<file path="src/rtl/add_tag.sv">
// Attaches the current tag register value to each untagged token: out = {tag, data}.
// A two-entry skid buffer (main M + skid S) gives full throughput with registered ready.
module add_tag #(
  parameter int unsigned DATA_WIDTH  = 32,
  parameter int unsigned TAG_WIDTH   = 4,
  parameter logic [TAG_WIDTH-1:0] DEFAULT_TAG = '0
) (
  input  logic                           clk,
  input  logic                           rst,
  input  logic                           cfg_valid,
  input  logic [TAG_WIDTH-1:0]           cfg_tag,
  input  logic                           in_valid,
  output logic                           in_ready,
  input  logic [DATA_WIDTH-1:0]          in_data,
  output logic                           out_valid,
  input  logic                           out_ready,
  output logic [TAG_WIDTH+DATA_WIDTH-1:0] out_data,
  output logic [TAG_WIDTH-1:0]           tag_q
);

  localparam int unsigned OUT_WIDTH = TAG_WIDTH + DATA_WIDTH;

  typedef enum logic [1:0] {
    ST_EMPTY = 2'd0,
    ST_ONE   = 2'd1,
    ST_FULL  = 2'd2
  } state_t;

  state_t                 state_q, state_d;
  logic [OUT_WIDTH-1:0]   m_q, m_d;
  logic [OUT_WIDTH-1:0]   s_q, s_d;
  logic [TAG_WIDTH-1:0]   tag_d;
  logic                   in_ready_q, in_ready_d;
  logic                   out_valid_q, out_valid_d;

  logic                   in_fire;
  logic                   out_fire;
  logic [OUT_WIDTH-1:0]   new_tok;

  assign in_fire  = in_valid && in_ready_q;
  assign out_fire = out_valid_q && out_ready;
  // The token binds to the tag held before any coincident cfg write lands.
  assign new_tok  = {tag_q, in_data};

  always_comb begin
    state_d = state_q;
    m_d     = m_q;
    s_d     = s_q;
    tag_d   = cfg_valid ? cfg_tag : tag_q;

    case (state_q)
      ST_EMPTY: begin
        if (in_fire) begin
          m_d     = new_tok;
          state_d = ST_ONE;
        end
      end
      ST_ONE: begin
        if (in_fire && !out_fire) begin
          s_d     = new_tok;
          state_d = ST_FULL;
        end else if (in_fire && out_fire) begin
          m_d     = new_tok;
        end else if (out_fire) begin
          state_d = ST_EMPTY;
        end
      end
      ST_FULL: begin
        if (out_fire) begin
          m_d     = s_q;
          state_d = ST_ONE;
        end
      end
      default: begin
        state_d = ST_EMPTY;
      end
    endcase

    // Handshake outputs are registered copies of the next-state decode.
    in_ready_d  = (state_d != ST_FULL);
    out_valid_d = (state_d != ST_EMPTY);
  end

  always_ff @(posedge clk) begin
    if (rst) begin
      state_q     <= ST_EMPTY;
      m_q         <= '0;
      s_q         <= '0;
      tag_q       <= DEFAULT_TAG;
      in_ready_q  <= 1'b1;
      out_valid_q <= 1'b0;
    end else begin
      state_q     <= state_d;
      m_q         <= m_d;
      s_q         <= s_d;
      tag_q       <= tag_d;
      in_ready_q  <= in_ready_d;
      out_valid_q <= out_valid_d;
    end
  end

  assign in_ready  = in_ready_q;
  assign out_valid = out_valid_q;
  assign out_data  = m_q;

endmodule

</file>
<file path="config.mk">
export PLATFORM = sky130hd
export DESIGN_NAME = add_tag
export DESIGN_NICKNAME = d
export VERILOG_FILES = /design/src/rtl/add_tag.sv
export SDC_FILE = /design/constraint.sdc
export NUM_CORES = 1
export LEC_CHECK = 0
export ABC_AREA = 1
export BUFFER_PORTS_ARGS = -buffer_cell sky130_fd_sc_hd__buf_2
export CORE_ASPECT_RATIO = 1.4
export CORE_MARGIN = 2
export CORE_UTILIZATION = 40
export DETAILED_ROUTE_END_ITERATION = 7
export GPL_ROUTABILITY_DRIVEN = 0
export GPL_TIMING_DRIVEN = 1
export PLACE_DENSITY = 0.59
export REMOVE_ABC_BUFFERS = 1
export SETUP_SLACK_MARGIN = 0.15
export SYNTH_ARGS = -nofsm -noshare
export SYNTH_HDL_FRONTEND = slang
export SYNTH_SLANG_ARGS = --single-unit
export TNS_END_PERCENT = 5
</file>
<file path="constraint.sdc">
create_clock -name clk -period 1.4 [get_ports clk]
set_clock_uncertainty 0.05 [all_clocks]
set_input_delay 0.21 -clock clk [delete_from_list [all_inputs] [get_ports clk]]
set_output_delay 0.21 -clock clk [all_outputs]
set_load 0.005 [all_outputs]
</file>
==> results of run 1 <==
## worst paths after layout
| kind | start | to | slack, ps | cells past startpoint |
|---|---|---|---|---|
| max | out_valid | out_data[5] | 80 | 7 |
| min | cfg_tag[2] | tag_q[2] | 40 | 3 |
| max reg2reg | out_valid | out_data[5] | 80 | 7 |
| min reg2reg | s_q[17] | s_q[17] | 410 | 2 |
## final cells by class
| cell class | instances | area [sq um] |
|---|---|---|
| clock inverter | 5 | 103 |
| inverter | 55 | 209 |
| sequential | 80 | 1610 |
| timing repair buffer | 109 | 771 |
| clock buffer | 11 | 253 |
| multi-input combinational | 376 | 1630 |
| fill | 872 | 3950 |
| tap | 105 | 131 |
## where the power goes
part           switching [mW]  internal, mW
logic                   0.860         0.640
registers               0.123          2.52
clock network           0.949          1.84
## critical path: cells and delay by family (launching register included)
family | cells | cell delay [ps]
AOI/OAI and AO/OA | 1 | 60
buffers and inverters | 2 | 370
DFF | 1 | 350
and+or+nand+nor | 4 | 370
## per-stage QoR
step           area [sq um]  instances
5_1_grt                4700        741
3_5_place_dp           4100        715
6_report               4700        741
2_1_floorplan          3390        511
3_3_place_gp           4100        715
4_1_cts                4460        731
## flip-flops by register name, indices dropped and copies added, names as in the netlist
register	flops
in_ready	1
out_valid	1
out_data	36
state_q	2
s_q	36
tag_q	4
## metal layers
metal | part of all wire (%) | routed length, um | vias up | GRT usage (%)
met5 | 0 | 0 | - | 0
met4 | 1.6 | 151 | 0 | 7.96
met3 | 3.7 | 342 | 12 | 3.77
met2 | 50 | 4690 | 77 | 34.1
met1 | 44 | 4130 | 1576 | 22.9
li1 | - | - | 1847 | -
## cells by family after synthesis
group / share of synthesized area (%)
flops: 44.8
simple gates: 36.6
compound gates: 7.67
buf+inv: 11.0
## synth_stat cells
| master | count | share of area (%) |
|---|---|---|
| nand2_1 | 176 | 18 |
| dfxtp_1 | 80 | 45 |
| nor2_1 | 80 | 8.4 |
| nand3_1 | 61 | 8.5 |
| inv_1 | 52 | 5.5 |
| a21oi_1 | 36 | 5.0 |
| buf_2 | 19 | 2.7 |
| o21ai_0 | 16 | 2.2 |
| clkbuf_1 | 10 | 1.1 |
| buf_4 | 4 | 0.84 |
| inv_2 | 3 | 0.32 |
| buf_6 | 2 | 0.63 |
| nand2_2 | 2 | 0.35 |
| nand3_2 | 1 | 0.28 |
| nor2_2 | 1 | 0.18 |
| nor2_4 | 1 | 0.32 |
| o21ai_1 | 1 | 0.14 |
| o21ai_2 | 1 | 0.25 |
## placed cells by master (no fill, tap or decap), types with 12 or more instances in the layout
master and n:
nand2_1 172, buf_2 82, nor2_1 79, dfxtp_1 76
nand3_1 61, inv_1 51, a21oi_1 35, o21ai_0 15
buf_4 13, clkbuf_16 12
## repair_timing
item,in CTS,in global routing
pin swaps,0,5
gates resized for setup,2,33
gates cloned,0,3
setup endpoints to repair,76,76
buffers inserted,0,7
==> results.toml, run 1 <==
[status]
status = "complete, no violations"

[power_and_ir_drop]
leakage_nw = 2.33
vdd_ir_drop_max_mv = 0.809
powerDensity_nw_per_um2 = 1470
power_mw = 6.93

[timing]
setup_tns_ps = 0
setup_viol = 0
slew_headroom_pct = 73.4
rsz0062_at_grt = "yes"
finalCriticalPeriod_ps = 1320
holdWs_ps = 43.4
post-route-period-util_pct = 94.0
timing.fmax_mhz = 760
tightestPinTransition_ps = 399
hold_violations = 0
setup_slack_ps = 84.3
drv_slew = 0

[floorplanning]
start_util_pct = 41.3
die_h_um = 116
die-width_um = 83.9
row_count = 40
io_pins = 83
die_area_sq_um = 9720
coreArea_sq_um = 8660

[logic_synthesis]
synth_seq_cells = 80
syn_avg_cell_area_sq_um = 6.54
ys_seq_area_share_pct = 44.8
netlist_instances = 546
ys_types = 18
synth_warnings = 0
syn_area_sq_um = 3570

[critical_path]
crit_required_ps = 1580
critPathLaunchType = "flop"
critPathKind = "reg -> reg"
cp_common_cell = "nor2_1"
max_stage_delay_ps = 350
endpoint_kind = "flop"
arrival_ps = 1500
slowest_stage = "dfxtp_2"
path_max_fanout = 23
crit_chain = "nand2_4 > buf_4 > o21ai_4 > nand3_4 > clkbuf_16 > nor2_1 > nor2_1"

[drt]
antenna_left = 0
routed_via_density = 4.74
first_pass_iters = 4
drt_iter0_markers = 144
drc = 0
vias = 3512
finalWirelength_mm = 9.31
avgRoutedWirePerCell_um = 12.6

[placed_design]
dp_hpwl_mm = 5.77
post-place-ws_ps = 39.8
io_buffers = 82

[layout]
num-nets-final = 672
post-route-util_pct = 54.3
drive_gt1_share_pct = 22.8
antennaDiodeCount = 0
syn_to_final_growth_pct = 31.7

[global_route]
grt_pass1_vias = 3257
grt-ovfl-total = 0
grt_pass1_wl_mm = 14.9
antenna_found_initial = 0
grt_max_degree = 47
track_usage_pct = 19.2

[clock_tree]
cts_hold_buf = 0
cts_made_buffers = 9
htreeDepth = 3
clock-sinks = 80
cts_tree = "yes"
path_clk_slew_ps = 60
clock_latency_ps = 340
root_buffer = "clkbuf_16"
clk_path_buf_depth = 2

[run]
max_cap_violations = 0

[min_path]
hp-class = "in -> reg"
Power figures use the tool's default switching activity.
==> run 2: changes to the inputs <==
- CORE_ASPECT_RATIO: 1.4 -> unset
- PLACE_DENSITY: 0.59 -> unset
- PLACE_DENSITY_LB_ADDON: unset -> 0.2
==> run 2 against run 1 <==
Effect of this change:
- combinational power fell by 4%
- via count fell by 1.9%
- die area fell by 0.11%
- setup slack improved by 31 ps
- sequential power barely moved
- critical path type unchanged
- largest power group is now sequential cells
==> results.toml, run 2 (synthesized netlist as in run 1, its figures left out) <==
[status]
status = "complete, no violations"

[timing]
setup_viol = 0
rsz0062_at_grt = "yes"
hold_violations = 0
tightestPinTransition_ps = 402
setup_slack_ps = 115
finalCriticalPeriod_ps = 1290
post-route-period-util_pct = 91.8
timing.fmax_mhz = 778
slew_headroom_pct = 73.2
drv_slew = 0

[placed_design]
post-place-ws_ps = 27.9
dp_hpwl_mm = 5.68
place_inst = 717
placed_cell_area_sq_um = 4100
io_buffers = 82

[layout]
drive_gt1_share_pct = 21.0
post-route-util_pct = 51.5
antennaDiodeCount = 0
final_cell_mix = "nand2_1 (173), buf_2 (82), nor2_1 (79), dfxtp_1 (78), nand3_1 (61)"
fin_cells = 737
multi_input_area_sq_um = 1610
layout_commonest_cell = "nand2_1"
regArea_sq_um = 1610
syn_to_final_growth_pct = 25.0
nFillCells = 891
design_area_sq_um = 4470
num-nets-final = 666

[floorplanning]
die_h_um = 98.5
io_pins = 83
die-width_um = 98.5
coreArea_sq_um = 8680
start_util_pct = 41.2
row_count = 34
die_area_sq_um = 9710

[critical_path]
max_stage_delay_ps = 390
ff2ff_setup_slack_ps = 110
cpLargestDelayFamily = "flip-flops"
critPathKind = "reg -> reg"
slowest_stage = "dfxtp_4"
crit_path_start = "state_q[1]"
arrival_ps = 1490
critPathLaunchType = "flop"
rr_worst_depth = 5
path_max_fanout = 15
endpoint_kind = "flop"
crit_chain = "o21ai_2 > nand3_4 > clkbuf_16 > nor2_1 > nor2_1"
reg2reg_to = "out_data[6]"
reg2reg_from = "state_q[1]"
cp_common_cell = "nor2_1"
crit_required_ps = 1600
critPathBufInv = 1

[power_and_ir_drop]
powerDensity_nw_per_um2 = 1340
vdd_ir_drop_max_mv = 0.606
leakage_nw = 2.21

[drt]
routed_via_density = 4.67
antenna_left = 0
finalWirelength_mm = 9.05
avgRoutedWirePerCell_um = 12.3
drc = 0
vias = 3445
drt_iter0_markers = 138
first_pass_iters = 4

[clock_tree]
cts_hold_buf = 0
clock_latency_ps = 350
cts_made_buffers = 9
cts_tree = "yes"
path_clk_slew_ps = 80
clock-sinks = 80
clk_path_buf_depth = 2
htreeDepth = 3
root_buffer = "clkbuf_8"

[run]
max_cap_violations = 0

[global_route]
grt_max_degree = 37
antenna_found_initial = 0
grt-ovfl-total = 0
grt_pass1_wl_mm = 15.1
track_usage_pct = 19.0
grt_pass1_vias = 3218

[min_path]
hp-start = "cfg_tag[3]"
holdPathStages = 3
hold_path_end = "tag_q[3]"
hp-class = "in -> reg"
## run 2: changes by cell type in the layout (fill, tap and decap cells not counted), sizes merged
| cell | change |
|---|---|
| buf | -4 |
| bufinv | -1 |
| clkinvlp | -1 |
| clkbuf | -1 |
## run 2: power by group
group	switching (mW)	internal, mW
clock	0.824	1.09
combinational	0.836	0.599
sequential	0.124	2.52
total	1.78	4.21
## run 2: repair_timing
action,in CTS,in global routing
buffers inserted,1,2
endpoints found under the setup margin,76,74
cloned,1,1
gates resized for setup,15,8
pin swaps,1,1
## run 2: cell type report
class / instances / area share [%]
flip-flops and latches: 80 / 36.0
inverters: 55 / 4.68
multi-input cells: 376 / 36.0
repair buffers: 103 / 15.4
well taps: 108 / 3.03
clock buffers: 12 / 3.47
clock inverters: 3 / 1.46
## run 2: metal layers
metal  part of all wire [%]  track usage (%)  up-vias
li1                       -                -     1841
met1                     49             26.4     1508
met2                     44             29.7       84
met3                    5.0             3.83       12
met4                    1.5             6.64        0
met5                      0                0        -
## run 2: through the flow
step / hold slack [ps] / total power [mW] / setup TNS [ps]
after floorplan: 229 / 3.43 / -62460
after global placement: 383 / 3.98 / 0
after detailed placement: 395 / 3.99 / 0
after CTS: 22.7 / 5.97 / 0
after global routing: 51.6 / 6.36 / 0
final: 31.2 / 5.99 / 0
## run 2: how the worst max path moves through the flow
stage                     slack, ps  depth (start not counted)            to
after detailed placement         30                          6       s_q[13]
final                           110                          5   out_data[6]
after floorplan                -990                          4      in_ready
after CTS                       130                          6   out_data[1]
after global routing             50                          5  out_data[15]
after global placement           70                          6   out_data[1]
## run 2: worst register-to-register path: cells and delay by family (launching register included)
| family | cells | cell delay, ps |
|---|---|---|
| AND/OR/NAND/NOR | 3 | 350 |
| AO/OA/AOI/OAI | 1 | 180 |
| buffers and inverters | 1 | 230 |
| flip-flops | 1 | 390 |
